<file path="config.mk">
export PLATFORM = sky130hd
export DESIGN_NAME = piso_serializer
export DESIGN_NICKNAME = d
export VERILOG_FILES = /design/src/rtl/serial_pkg.sv /design/src/rtl/piso_serializer_hold_buffer.sv /design/src/rtl/piso_serializer.sv
export SDC_FILE = /design/constraint.sdc
export NUM_CORES = 1
export LEC_CHECK = 0
export ABC_AREA = 1
export CAP_MARGIN = 20
export CORE_MARGIN = 2
export CORE_UTILIZATION = 30
export CTS_CLUSTER_SIZE = 8
export DETAILED_ROUTE_END_ITERATION = 10
export DONT_BUFFER_PORTS = 1
export PLACE_DENSITY = 0.51
export SYNTH_ARGS = -nofsm -noshare
export SYNTH_HDL_FRONTEND = slang
export SYNTH_SLANG_ARGS = --single-unit
</file>
<file path="constraint.sdc">
create_clock -name clk -period 4 [get_ports clk]
set_input_delay 0.4 -clock clk [delete_from_list [all_inputs] [get_ports clk]]
set_output_delay 0.4 -clock clk [all_outputs]
set_load 0.005 [all_outputs]
</file>
<file path="src/rtl/serial_pkg.sv">
// Shared definitions for the bit-serial link: state encoding, default frame width and
// a reference bit-order helper.
package serial_pkg;

  localparam int unsigned SER_WIDTH = 4;
  localparam int unsigned SER_CNT_W = $clog2(SER_WIDTH);

  typedef logic [0:0] ser_state_t;
  localparam ser_state_t IDLE  = 1'b0;
  localparam ser_state_t SHIFT = 1'b1;

  typedef logic [SER_CNT_W-1:0] ser_idx_t;

  // Bit sent in position idx of a SER_WIDTH-bit frame.
  function automatic logic ser_bit(input logic [SER_WIDTH-1:0] word, input ser_idx_t idx,
                                   input bit msb_first);
    ser_idx_t pos;
    pos = msb_first ? (ser_idx_t'(SER_WIDTH - 1) - idx) : idx;
    return word[pos];
  endfunction

endpackage

</file>
<file path="src/rtl/piso_serializer_hold_buffer.sv">
// One-entry register slice holding the next word while the current frame shifts out.
module ser_hold_buffer #(
  parameter int unsigned WIDTH = 4
) (
  input  logic             clk,
  input  logic             reset,
  input  logic             wr_en,
  input  logic [WIDTH-1:0] wr_data,
  input  logic             rd_en,
  output logic             hold_full,
  output logic [WIDTH-1:0] hold_data
);

  logic             full_q, full_d;
  logic [WIDTH-1:0] data_q, data_d;

  always_comb begin
    full_d = full_q;
    data_d = data_q;
    if (wr_en) begin
      full_d = 1'b1;
      data_d = wr_data;
    end else if (rd_en) begin
      full_d = 1'b0;
    end
  end

  always_ff @(posedge clk) begin
    if (reset) begin
      full_q <= 1'b0;
      data_q <= '0;
    end else begin
      full_q <= full_d;
      data_q <= data_d;
    end
  end

  assign hold_full = full_q;
  assign hold_data = data_q;

endmodule

</file>
<file path="src/rtl/piso_serializer.sv">
// Parallel-in serial-out transmitter with a one-entry holding buffer for gapless frames.
module piso_serializer
  import serial_pkg::*;
#(
  parameter int unsigned WIDTH      = SER_WIDTH,
  parameter bit          MSB_FIRST  = 1'b1,
  parameter bit          IDLE_LEVEL = 1'b0
) (
  input  logic             clk,
  input  logic             reset,
  input  logic             in_valid,
  output logic             in_ready,
  input  logic [WIDTH-1:0] in_data,
  output logic             ser_out,
  output logic             ser_valid,
  output logic             frame_last,
  output logic             busy
);

  localparam int unsigned CntW = $clog2(WIDTH);
  localparam logic [CntW-1:0] LastCnt = CntW'(WIDTH - 1);

  ser_state_t      state_q, state_d;
  logic [CntW-1:0] bit_cnt_q, bit_cnt_d;
  logic [WIDTH-1:0] shift_q, shift_d;
  logic            ser_out_q, ser_out_d;
  logic            ser_valid_q, ser_valid_d;

  logic             hold_full;
  logic [WIDTH-1:0] hold_data;
  logic             hold_wr, hold_rd;
  logic             accept, end_of_frame, load;
  logic [WIDTH-1:0] load_data;

  assign in_ready     = !hold_full && !reset;
  assign accept       = in_valid && in_ready;
  assign end_of_frame = (state_q == SHIFT) && (bit_cnt_q == LastCnt);

  always_comb begin
    state_d     = state_q;
    bit_cnt_d   = bit_cnt_q;
    shift_d     = shift_q;
    ser_out_d   = ser_out_q;
    ser_valid_d = ser_valid_q;
    hold_wr     = 1'b0;
    hold_rd     = 1'b0;
    load        = 1'b0;
    load_data   = in_data;

    case (state_q)
      IDLE: begin
        if (accept) begin
          load    = 1'b1;
          state_d = SHIFT;
        end
      end
      SHIFT: begin
        if (end_of_frame) begin
          if (hold_full) begin
            load      = 1'b1;
            load_data = hold_data;
            hold_rd   = 1'b1;
          end else if (accept) begin
            load = 1'b1;
          end else begin
            state_d     = IDLE;
            bit_cnt_d   = '0;
            ser_valid_d = 1'b0;
            ser_out_d   = IDLE_LEVEL;
          end
        end else begin
          hold_wr   = accept;
          bit_cnt_d = bit_cnt_q + 1'b1;
          if (MSB_FIRST) begin
            ser_out_d = shift_q[WIDTH-1];
            shift_d   = {shift_q[WIDTH-2:0], 1'b0};
          end else begin
            ser_out_d = shift_q[0];
            shift_d   = {1'b0, shift_q[WIDTH-1:1]};
          end
        end
      end
      default: state_d = IDLE;
    endcase

    // The first bit goes straight to the output flop; the rest wait in the shift register.
    if (load) begin
      bit_cnt_d   = '0;
      ser_valid_d = 1'b1;
      if (MSB_FIRST) begin
        ser_out_d = load_data[WIDTH-1];
        shift_d   = {load_data[WIDTH-2:0], 1'b0};
      end else begin
        ser_out_d = load_data[0];
        shift_d   = {1'b0, load_data[WIDTH-1:1]};
      end
    end
  end

  always_ff @(posedge clk) begin
    if (reset) begin
      state_q     <= IDLE;
      bit_cnt_q   <= '0;
      shift_q     <= '0;
      ser_out_q   <= IDLE_LEVEL;
      ser_valid_q <= 1'b0;
    end else begin
      state_q     <= state_d;
      bit_cnt_q   <= bit_cnt_d;
      shift_q     <= shift_d;
      ser_out_q   <= ser_out_d;
      ser_valid_q <= ser_valid_d;
    end
  end

  ser_hold_buffer #(
    .WIDTH(WIDTH)
  ) u_hold (
    .clk      (clk),
    .reset    (reset),
    .wr_en    (hold_wr),
    .wr_data  (in_data),
    .rd_en    (hold_rd),
    .hold_full(hold_full),
    .hold_data(hold_data)
  );

  assign ser_out    = ser_out_q;
  assign ser_valid  = ser_valid_q;
  assign frame_last = ser_valid_q && (bit_cnt_q == LastCnt) && !reset;
  assign busy       = ((state_q == SHIFT) || hold_full) && !reset;

endmodule

</file>
Word-level counts from Yosys, hierarchy flattened
Cells that the tools add are included.
- bitwise gates (word level): 1
- reduce and logical (&&, ||, !) cells: 17
- add/sub/neg operators: 1
- mux-type cells: 30
- eq/ne operators: 8
- operator list (kind ; number):
    2-to-1 mux 4 bit ; 6
    2-to-1 mux 1 bit ; 19
    logical AND 1 bit ; 6
    2-to-1 mux 2 bit ; 3
    != test 2 bit, second input constant ; 3
    AND reduction 3 bit ; 2
    nonzero test 2 bit ; 3
    != test 2 x 1 -> 1 bit, second input constant ; 2
    one-hot mux 1 bit (2 select lines) ; 2
    AND reduction 4 bit ; 1
    != test 3 x 2 -> 1 bit, second input constant ; 1
    != test 3 bit, second input constant ; 1
    adder 2 x 1 -> 2 bit, second input constant ; 1
    == test 2 bit, second input constant ; 1
    logical NOT 1 bit ; 2
    AND reduction 2 bit ; 1
    OR reduction 2 bit ; 1
    logical OR 1 bit ; 1
    inverter 1 bit ; 1
- output and inout port bits: 5
- bits in registers: 13

Longest topological paths before layout
Gate-level depths: netlist of the first run.
- depth in word-level cells: 9
- depth in mapped cells: 9
- mapped depth without buffers: 9

Modules after synthesis
Synthesis of the first run repeated with hierarchy kept, for this count alone.
- cell total of the unflattened synthesis: 108
- area, all modules: 725.7 sq um
- by module, submodules not included (module ; seq. area each (sq um) ; instances ; cells each ; area each (sq um)):
    piso_serializer ; 160.2 ; 1 ; 86 ; 551.8
    ser_hold_buffer ; 100.1 ; 1 ; 22 ; 173.9

Worst setup path before layout of the first run
No wires, ideal clock.
- kind: register -> register
- from: reg bit_cnt_q[0]
- to: reg shift_q[2]
- stages on the path, launching flop included: 9
- path slack: 2.737 ns
- clock period less this slack: 1.263 ns
- data required time: 3.891 ns
- setup time: 0.109 ns
- arrival time: 1.154 ns
- cells stage by stage: dfxtp_1 > ha_1 > inv_2 > o21ai_1 > nand2_1 > o21ai_0 > inv_1 > nand2_1 > inv_1
- cells in the longest elaborated chain, start to end: 6
- elaborated cells on any way between the ends: 10
- ends and longest elaborated chain (element ; RTL line ; source):
    from (decl) ; piso_serializer.sv:24 ; logic [CntW-1:0] bit_cnt_q, bit_cnt_d;
    from (signal assigned) ; piso_serializer.sv:109 ; bit_cnt_q <= bit_cnt_d;
    == test 2 bit (*) ; piso_serializer.sv:37 ; assign end_of_frame = (state_q == SHIFT) && (bit_cnt_q == LastCnt);
    logical AND 1 bit (*) ; piso_serializer.sv:37 ;
    2-to-1 mux 1 bit ; piso_serializer.sv:58 ; if (end_of_frame) begin
    one-hot mux 1 bit (2 select lines) ; piso_serializer.sv:50 ; case (state_q)
    != test 2 x 1 -> 1 bit (no line) or nonzero test 2 bit (tied branches) ; -- ;
    AND reduction 2 bit (no line) ; -- ;
    to (signal assigned) ; piso_serializer.sv:110 ; shift_q <= shift_d;
    to (decl) ; piso_serializer.sv:25 ; logic [WIDTH-1:0] shift_q, shift_d;
Every way passes the cells marked *; elsewhere a longest branch is shown, timed or not.
A chain may end at the register's enable or synchronous reset.

Worst setup path after layout of the first run
- from: reg bit_cnt_q[0]
- to: out frame_last
- cells in the longest elaborated chain, start to end: 3
- ends and longest elaborated chain (element ; RTL line ; source):
    == test 2 bit ; piso_serializer.sv:130 ; assign frame_last = ser_valid_q && (bit_cnt_q == LastCnt) && !reset;
    logical AND 1 bit (2 in series) ; piso_serializer.sv:130 ;
    to (decl) ; piso_serializer.sv:16 ; output logic frame_last,
No other way between the ends.

==> impl_metrics.yaml, run 1 <==
run_status:
  run_status: "finished, final reports clean"
floorplan:
  placementRows: 16
  design.portCount: 12
  core_area_um2: 2020
  die_width_um: 50.8
  initial_core_util_pct: 32.5
  overall_die_area_um2: 2580
  die_h_um: 50.8
global_route:
  gr-total-overflow: 0
  maximum_number_of_pins_on_one_net_before_global_route_repair: 11
  vias_in_the_first_global_route: 591
  grt.total_usage_pct: 13.6
  antenna_violations_before_repair: 0
  wire_length_of_the_first_global_routing_pass_um: 2540
timing:
  tns_ns: 0
  finalSetupViolations: 0
  unrepaired_setup_endpoints_after_global_routing: "false"
  finalCriticalPeriod_ns: 1.51
  timing.hold.ws_ns: 0.181
  final.setup_skew_ns: 0.00589
  fin_crit_sh_pct: 37.7
  slew_headroom_pct: 80.8
  tightestPinTransition_ns: 0.287
  timing.final.hold_violations: 0
  timing.final.ws_setup_ns: 2.49
  max_clock_freq_mhz: 664
  report.final.slew_viol_count: 0
worst_setup_path:
  critPathLaunch: "bit_cnt_q[0]"
  path_class: "register to primary output"
  worst_r2r_startpoint: "bit_cnt_q[0]"
  rrSetupSlack_ns: 2.59
  worst_r2r_path_depth: 8
  timing_endpoint_of_the_critical_path: "frame_last"
  end_of_the_worst_register_to_register_path: "shift_q[2]"
  cp-end-kind: "primary output"
  arrival_ns: 1.11
  crit_path_max_fanout: 5
  cp-start-kind: "register"
  crit_required_ns: 3.60
clocking:
  cts.clk_slew.worst_paths_ns: 0.09
  numClockSinks: 13
  clk_root_buffer_cell: "sky130_fd_sc_hd__clkbuf_4"
  tritoncts: "yes"
  cts.htree.levels: 1
  cts_repair_resize_count: 0
  cts_made_buffers: 3
  cts.repair_timing.setup_buffer_count: 0
  cts.hold.buffers_added: 0
  clock_path_buffers: 2
  clock_latency_late_sink_ns: 0.28
placement:
  place.detailed.hpwl_um: 1140
  placed_cells_incl_taps: 126
  dp_worst_setup_slack_ns: 2.62
  dpl_cell_area_um2: 691
  gp_congestion: 0.861
  placement.io_buffers: 0
logic_synthesis:
  net_count_after_synthesis: 107
  syn_area_um2: 657
  netlist_instances: 99
  synth_warnings: 0
  synth_seq_cells: 13
  synth_sequential_area_ratio_pct: 39.6
  postSynthAreaPerCell_um2: 6.64
  yosysUniqueCellTypes: 16
final_layout:
  layout.nets: 112
  post-route-util_pct: 35.5
  syn_to_final_growth_pct: 9.14
  register_area_um2: 260
  multi_input_comb_area_um2: 340
  layout_cell_share_with_drive_strength_beyond_1_pct: 9.71
  finish.instance_area_um2: 717
  antennaDiodeCount: 0
  fill_cells: 221
  post_layout_nonfiller_instances: 130
routing:
  remaining_drc_errors: 0
  routed_via_density: 4.77
  drt-wirelength-per-cell_um: 11.3
  drt_iter0_drc: 6
  dr_total_vias: 620
  drt-pass1-iter-count: 4
  drt_wl_total_um: 1470
  ant_nets: 0
power:
  power.static_leakage_nw: 0.339
  fin_total_pwr_mw: 0.257
  power_per_cell_area_nw_per_um2: 358
  peakVddDrop_mv: 0.156
job:
  maxCapViolCount: 0
worst_hold_path:
  min-delay-start: "reset"
  timing.hold.worst.class: "input pin to register"
cell usage after synthesis, drive strengths merged:
master / number / area [µm²]
o21bai: 1 / 7.51
a21oi: 7 / 35.0
nand3: 8 / 50.1
nor2: 14 / 57.6
ha: 1 / 12.5
nand2: 26 / 103
a21boi: 1 / 7.51
nand4: 2 / 12.5
inv: 15 / 56.3
dfxtp: 13 / 260
o21ai: 11 / 55.1
how the worst min path moves through the flow:
stage	slack (ns)	end	depth (start not counted)
2_1_floorplan	0.42	u_hold.hold_data[1]	2
3_3_place_gp	0.44	u_hold.hold_data[1]	2
3_5_place_dp	0.45	u_hold.hold_data[1]	2
4_1_cts	0.17	state_q	1
5_1_grt	0.17	state_q	1
6_report	0.18	state_q	1
placed cells by master (no fill, tap or decap), drive strengths merged:
cell,n
o21ai,11
nand2,26
inv,15
clkbuf,4
nor2,14
nand3,8
o21bai,1
a21oi,7
dfxtp,13
a21boi,1
nand4,2
ha,1
kinds of logic after synthesis:
family / count (synthesis) / synth area share (%)
simple gates: 50 / 33.9
compound gates: 20 / 16.0
buf+inv: 15 / 8.57
flops: 13 / 39.6
fa+ha+maj: 1 / 1.90
layout make-up:
cell class | instances | share of cell area (%)
Clock buffer | 4 | 3.66
Tap cell | 27 | 4.71
Inverter | 15 | 7.85
Sequential cell | 13 | 36.3
Multi-Input combinational cell | 71 | 47.5
flip-flops by register name, summed over array words and instances (netlist names):
name and cells:
u_hold.hold_full 1, u_hold.hold_data 4, shift_q 3, ser_out 1, bit_cnt_q 2, state_q 1
ser_valid 1
report_power, final:
part / switching, mW / internal (mW)
clock: 0.0445 / 0.0387
combinational: 0.0193 / 0.0113
sequential: 0.00567 / 0.137
per-layer routing:
layer  vias up  global-route usage, %  part of all wire, %
li1        325                      -                    -
met1       273                   17.4                   48
met2        16                   19.5                   43
met3         6                   3.87                  6.3
met4         0                   9.46                  3.1
met5         -                      0                    0
worst max-delay path, cell delays in order (launching register included):
cell,delay [ns]
sky130_fd_sc_hd__dfxtp_1,0.36
sky130_fd_sc_hd__ha_1,0.27
sky130_fd_sc_hd__inv_2,0.06
sky130_fd_sc_hd__nor2_1,0.14
No activity file was read; power rests on OpenSTA's default activity.
==> run 2: changes to the inputs <==
- clock period: 4 -> 1.57 ns (I/O delays scaled with it)
==> impl_metrics.yaml, run 2 (same netlist as run 1, synthesis figures left out) <==
timing:
  timing.final.hold_violations: 0
  unrepaired_setup_endpoints_after_global_routing: "false"
  final.setup_skew_ns: 0.00834
  max_clock_freq_mhz: 730
  tightestPinTransition_ns: 0.281
  fin_crit_sh_pct: 87.3
  slew_headroom_pct: 81.2
  report.final.slew_viol_count: 0
  tns_ns: 0
  finalCriticalPeriod_ns: 1.37
  finalSetupViolations: 0
  timing.hold.ws_ns: 0.0415
power:
  power.share.sequential_pct: 55.2
  netSwitchingPower_mw: 0.180
  clock_power_share_pct: 32.5
  power.static_leakage_nw: 0.340
  peakVddDrop_mv: 0.398
  power_frac_comb_pct: 12.2
  switching_share_pct: 27.4
  internal_power_mw: 0.478
  fin_total_pwr_mw: 0.659
  power_per_cell_area_nw_per_um2: 903
routing:
  ant_nets: 0
  drt_wl_total_um: 1480
  routed_via_density: 4.81
  drt_iter0_drc: 10
  dr_total_vias: 630
  drt-pass1-iter-count: 4
  drt-wirelength-per-cell_um: 11.3
  remaining_drc_errors: 0
clocking:
  cts.clk_slew.worst_paths_ns: 0.09
  cts.repair_timing.setup_buffer_count: 0
  cts.htree.levels: 1
  tritoncts: "yes"
  clock_path_buffers: 2
  cts_made_buffers: 3
  numClockSinks: 13
  clk_root_buffer_cell: "sky130_fd_sc_hd__clkbuf_4"
  clock_latency_late_sink_ns: 0.28
final_layout:
  layout.nets: 113
  fill_cells: 218
  layout_commonest_cell: "sky130_fd_sc_hd__nand2_1"
  antennaDiodeCount: 0
  post_layout_nonfiller_instances: 131
  layout_cell_share_with_drive_strength_beyond_1_pct: 10.6
  most-common-layout-cells: "sky130_fd_sc_hd__nand2_1, sky130_fd_sc_hd__inv_1, sky130_fd_sc_hd__dfxtp_1, sky130_fd_sc_hd__nor2_1, sky130_fd_sc_hd__o21ai_0"
  finish.instance_area_um2: 729
  syn_to_final_growth_pct: 11.0
  largest_register_ff_count: 4
worst_setup_path:
  arrival_ns: 1.55
  path_buf_inv: 3
  path_class: "register to register"
  cp-start-kind: "register"
  cp_top_family: "flip-flops"
  crit_path_top_delay_cell: "sky130_fd_sc_hd__dfxtp_1"
  worst_r2r_path_depth: 8
  end_of_the_worst_register_to_register_path: "shift_q[2]"
  worst_path_max_stage_delay_ns: 0.36
  crit_path_max_fanout: 5
  cp_num_cells: 8
  crit_required_ns: 1.75
  cp-end-kind: "register"
  worst_r2r_startpoint: "bit_cnt_q[0]"
  timing.critical_path.cells: "ha_2 > inv_2 > o21ai_1 > nand2_1 > o21ai_0 > inv_1 > nand2_1 > inv_1"
  rrSetupSlack_ns: 0.20
global_route:
  vias_in_the_first_global_route: 595
  wire_length_of_the_first_global_routing_pass_um: 2560
  grt.total_usage_pct: 13.7
  gr-total-overflow: 0
  antenna_violations_before_repair: 0
  maximum_number_of_pins_on_one_net_before_global_route_repair: 11
job:
  maxCapViolCount: 0
floorplan:
  placementRows: 16
  design.portCount: 12
  die_h_um: 50.8
  core_area_um2: 2020
  die_width_um: 50.8
  overall_die_area_um2: 2580
  initial_core_util_pct: 32.5
placement:
  gp_congestion: 0.860
  dpl_cell_area_um2: 691
  placed_cells_incl_taps: 126
  placement.io_buffers: 0
  place.detailed.hpwl_um: 1140
worst_hold_path:
  timing.hold.worst.class: "input pin to register"
  hold-path-cell-count: 2
  worstHoldEndpoint: "u_hold.hold_data[0]"
  min-delay-start: "in_data[0]"
run_status:
  run_status: "finished, final reports clean"
## run 2: power by group through the flow
stage / registers, mW / logic, mW / clock network (mW)
2_1_floorplan: 0.367 / 0.0653 / 0
3_3_place_gp: 0.372 / 0.0797 / 0
3_5_place_dp: 0.371 / 0.0789 / 0
4_1_cts: 0.364 / 0.0814 / 0.225
5_1_grt: 0.367 / 0.0955 / 0.240
6_report: 0.364 / 0.0806 / 0.214
## run 2: worst max path at each step
stage / startpoint / end
CTS: bit_cnt_q[0] / shift_q[2]
detailed placement: bit_cnt_q[0] / shift_q[2]
finish: bit_cnt_q[0] / shift_q[2]
global placement: bit_cnt_q[0] / shift_q[2]
global route: bit_cnt_q[0] / shift_q[2]
floorplan: bit_cnt_q[0] / shift_q[2]
## run 2: cell type report
class | instances | area (µm²) | area share, %
multi-input combinational | 71 | 343 | 47.0
sequential | 13 | 260 | 35.7
inverter | 15 | 56.3 | 7.72
clock buffer | 4 | 26.3 | 3.60
tap | 27 | 33.8 | 4.63
timing repair buffer | 1 | 10.0 | 1.37
## run 2: per-stage QoR
step                setup slack (ns)  utilization (%)
finish                         0.200             36.1
global placement               0.191             34.2
floorplan                      0.307                -
global route                 0.00483             36.1
CTS                            0.167             36.0
detailed placement             0.187             34.2
## run 2: metal layers
| layer | vias to the layer above | GRT usage [%] | wire length [µm] |
|---|---|---|---|
| li1 | 327 | - | - |
| met1 | 280 | 17.7 | 713 |
| met2 | 17 | 19.5 | 631 |
| met3 | 6 | 3.87 | 87 |
| met4 | 0 | 9.46 | 45 |
| met5 | - | 0 | 0 |
## run 2: repair_timing
item	in CTS	in global routing
hold endpoints to repair	2	0
resized for setup	0	1
setup endpoints to repair	0	2
hold buffers	1	0
==> run 3: changes to the inputs <==
- PLACE_DENSITY: 0.51 -> not set
==> impl_metrics.yaml, run 3 (same netlist as run 1, synthesis figures left out) <==
run_status:
  run_status: "finished, final reports clean"
final_layout:
  largest_register_ff_count: 4
  syn_to_final_growth_pct: 11.2
  post_layout_nonfiller_instances: 131
  layout_cell_share_with_drive_strength_beyond_1_pct: 10.6
  most-common-layout-cells: "sky130_fd_sc_hd__nand2_1, sky130_fd_sc_hd__inv_1, sky130_fd_sc_hd__dfxtp_1, sky130_fd_sc_hd__nor2_1, sky130_fd_sc_hd__o21ai_0"
  antennaDiodeCount: 0
  layout.nets: 113
  layout_commonest_cell: "sky130_fd_sc_hd__nand2_1"
worst_hold_path:
  timing.hold.worst.class: "input pin to register"
  hold-path-cell-count: 3
routing:
  routed_via_density: 4.69
  drt_wl_total_um: 1470
  drt-pass1-iter-count: 4
  dr_total_vias: 615
  ant_nets: 0
  drt_iter0_drc: 18
  remaining_drc_errors: 0
  drt-wirelength-per-cell_um: 11.2
floorplan:
  placementRows: 16
  core_area_um2: 2020
  initial_core_util_pct: 32.5
  die_width_um: 50.8
  overall_die_area_um2: 2580
  design.portCount: 12
  die_h_um: 50.8
worst_setup_path:
  path_class: "register to register"
  end_of_the_worst_register_to_register_path: "bit_cnt_q[1]"
  cp_num_cells: 7
  rrSetupSlack_ns: 0.17
  worst_r2r_path_depth: 7
  critPathLaunch: "bit_cnt_q[0]"
  worst_r2r_startpoint: "bit_cnt_q[0]"
  path_buf_inv: 1
  timing_endpoint_of_the_critical_path: "bit_cnt_q[1]"
  crit_path_top_delay_cell: "sky130_fd_sc_hd__dfxtp_1"
  crit_path_max_fanout: 5
  crit_required_ns: 1.77
  cp-end-kind: "register"
  arrival_ns: 1.60
  worst_path_max_stage_delay_ns: 0.33
  cp_common_cell: "sky130_fd_sc_hd__nand2_2"
  cp-start-kind: "register"
  cp_top_family: "simple AND/OR/NAND/NOR gates"
  timing.critical_path.cells: "ha_1 > nand2_1 > inv_1 > nand2_2 > nand2_2 > nor2_1 > a21boi_0"
power:
  internal_power_mw: 0.479
  power_frac_comb_pct: 12.8
  netSwitchingPower_mw: 0.167
  power_per_cell_area_nw_per_um2: 884
  power.share.sequential_pct: 56.4
  peakVddDrop_mv: 0.579
  switching_share_pct: 25.9
  clock_power_share_pct: 30.8
  power.static_leakage_nw: 0.344
global_route:
  wire_length_of_the_first_global_routing_pass_um: 2550
  antenna_violations_before_repair: 0
  gr-total-overflow: 0
  grt.total_usage_pct: 13.3
  maximum_number_of_pins_on_one_net_before_global_route_repair: 11
  vias_in_the_first_global_route: 586
timing:
  tightestPinTransition_ns: 0.271
  unrepaired_setup_endpoints_after_global_routing: "false"
  timing.hold.ws_ns: 0.0544
  final.setup_skew_ns: 0.00394
  report.final.slew_viol_count: 0
  timing.final.hold_violations: 0
  tns_ns: 0
  slew_headroom_pct: 81.9
  finalSetupViolations: 0
  finalCriticalPeriod_ns: 1.40
  fin_crit_sh_pct: 89.0
  max_clock_freq_mhz: 716
  timing.final.ws_setup_ns: 0.173
placement:
  place.detailed.hpwl_um: 1120
  placed_cells_incl_taps: 126
  dp_worst_setup_slack_ns: 0.114
  placement.io_buffers: 0
  gp_congestion: 0.776
clocking:
  tritoncts: "yes"
  cts.clk_slew.worst_paths_ns: 0.08
  clk_root_buffer_cell: "sky130_fd_sc_hd__clkbuf_4"
  numClockSinks: 13
  clock_latency_late_sink_ns: 0.27
  cts.htree.levels: 1
  clock_path_buffers: 2
  cts_made_buffers: 3
job:
  maxCapViolCount: 0
[run 3: cell types whose count changed in the layout (fill, tap and decap cells not counted)]
cell and delta:
sky130_fd_sc_hd__o21ai_2 +1, sky130_fd_sc_hd__ha_1 +1, sky130_fd_sc_hd__o21ai_1 -1, sky130_fd_sc_hd__ha_2 -1
[run 3: final cells by class]
class                           instances  area, µm²
Clock buffer                            4       26.3
Fill cell                             219       1290
Inverter                               15       56.3
Multi-Input combinational cell         71        344
Sequential cell                        13        260
Tap cell                               27       33.8
Timing Repair Buffer                    1       10.0
[run 3: per-stage QoR]
step | power (mW) | util [%] | instance area [µm²]
2_1_floorplan | 0.432 | - | 657
3_3_place_gp | 0.450 | 34.2 | 691
3_5_place_dp | 0.450 | 34.2 | 691
4_1_cts | 0.657 | 36.0 | 727
5_1_grt | 0.686 | 36.1 | 731
6_report | 0.646 | 36.1 | 731
[run 3: worst register-to-register path: cells and delay by family (launching register included)]
family | cells | cell delay (ns)
AND/OR/NAND/NOR | 4 | 0.47
adder cells (fa/ha/maj) | 1 | 0.28
AO/OA/AOI/OAI | 1 | 0.18
buffers and inverters | 1 | 0.08
flip-flops | 1 | 0.33
[run 3: what timing repair did]
action	in CTS	in global routing
hold endpoints to repair	2	0
setup buffers	0	0
setup endpoints to repair	0	2
resized for setup	0	1
hold buffers	1	0
[run 3: worst min path at each step]
stage	start	to	slack [ns]
global route	reset	u_hold.hold_full	0.05
detailed placement	reset	state_q	0.23
finish	reset	u_hold.hold_full	0.05
floorplan	reset	shift_q[1]	0.23
CTS	reset	u_hold.hold_full	0.04
global placement	reset	shift_q[1]	0.23
[run 3: routing by layer]
layer / vias to the layer above / wire length, µm / track usage (%)
met5: - / 0 / 0
met4: 0 / 0 / 3.60
met3: 0 / 116 / 7.14
met2: 13 / 660 / 21.3
met1: 275 / 689 / 15.3
li1: 327 / - / -
[run 3: power groups by stage]
stage / registers (mW) / logic [mW] / clock network, mW
after floorplan: 0.367 / 0.0653 / 0
after global placement: 0.371 / 0.0795 / 0
after detailed placement: 0.371 / 0.0790 / 0
after CTS: 0.364 / 0.0820 / 0.212
after global routing: 0.367 / 0.0963 / 0.223
final: 0.364 / 0.0826 / 0.199
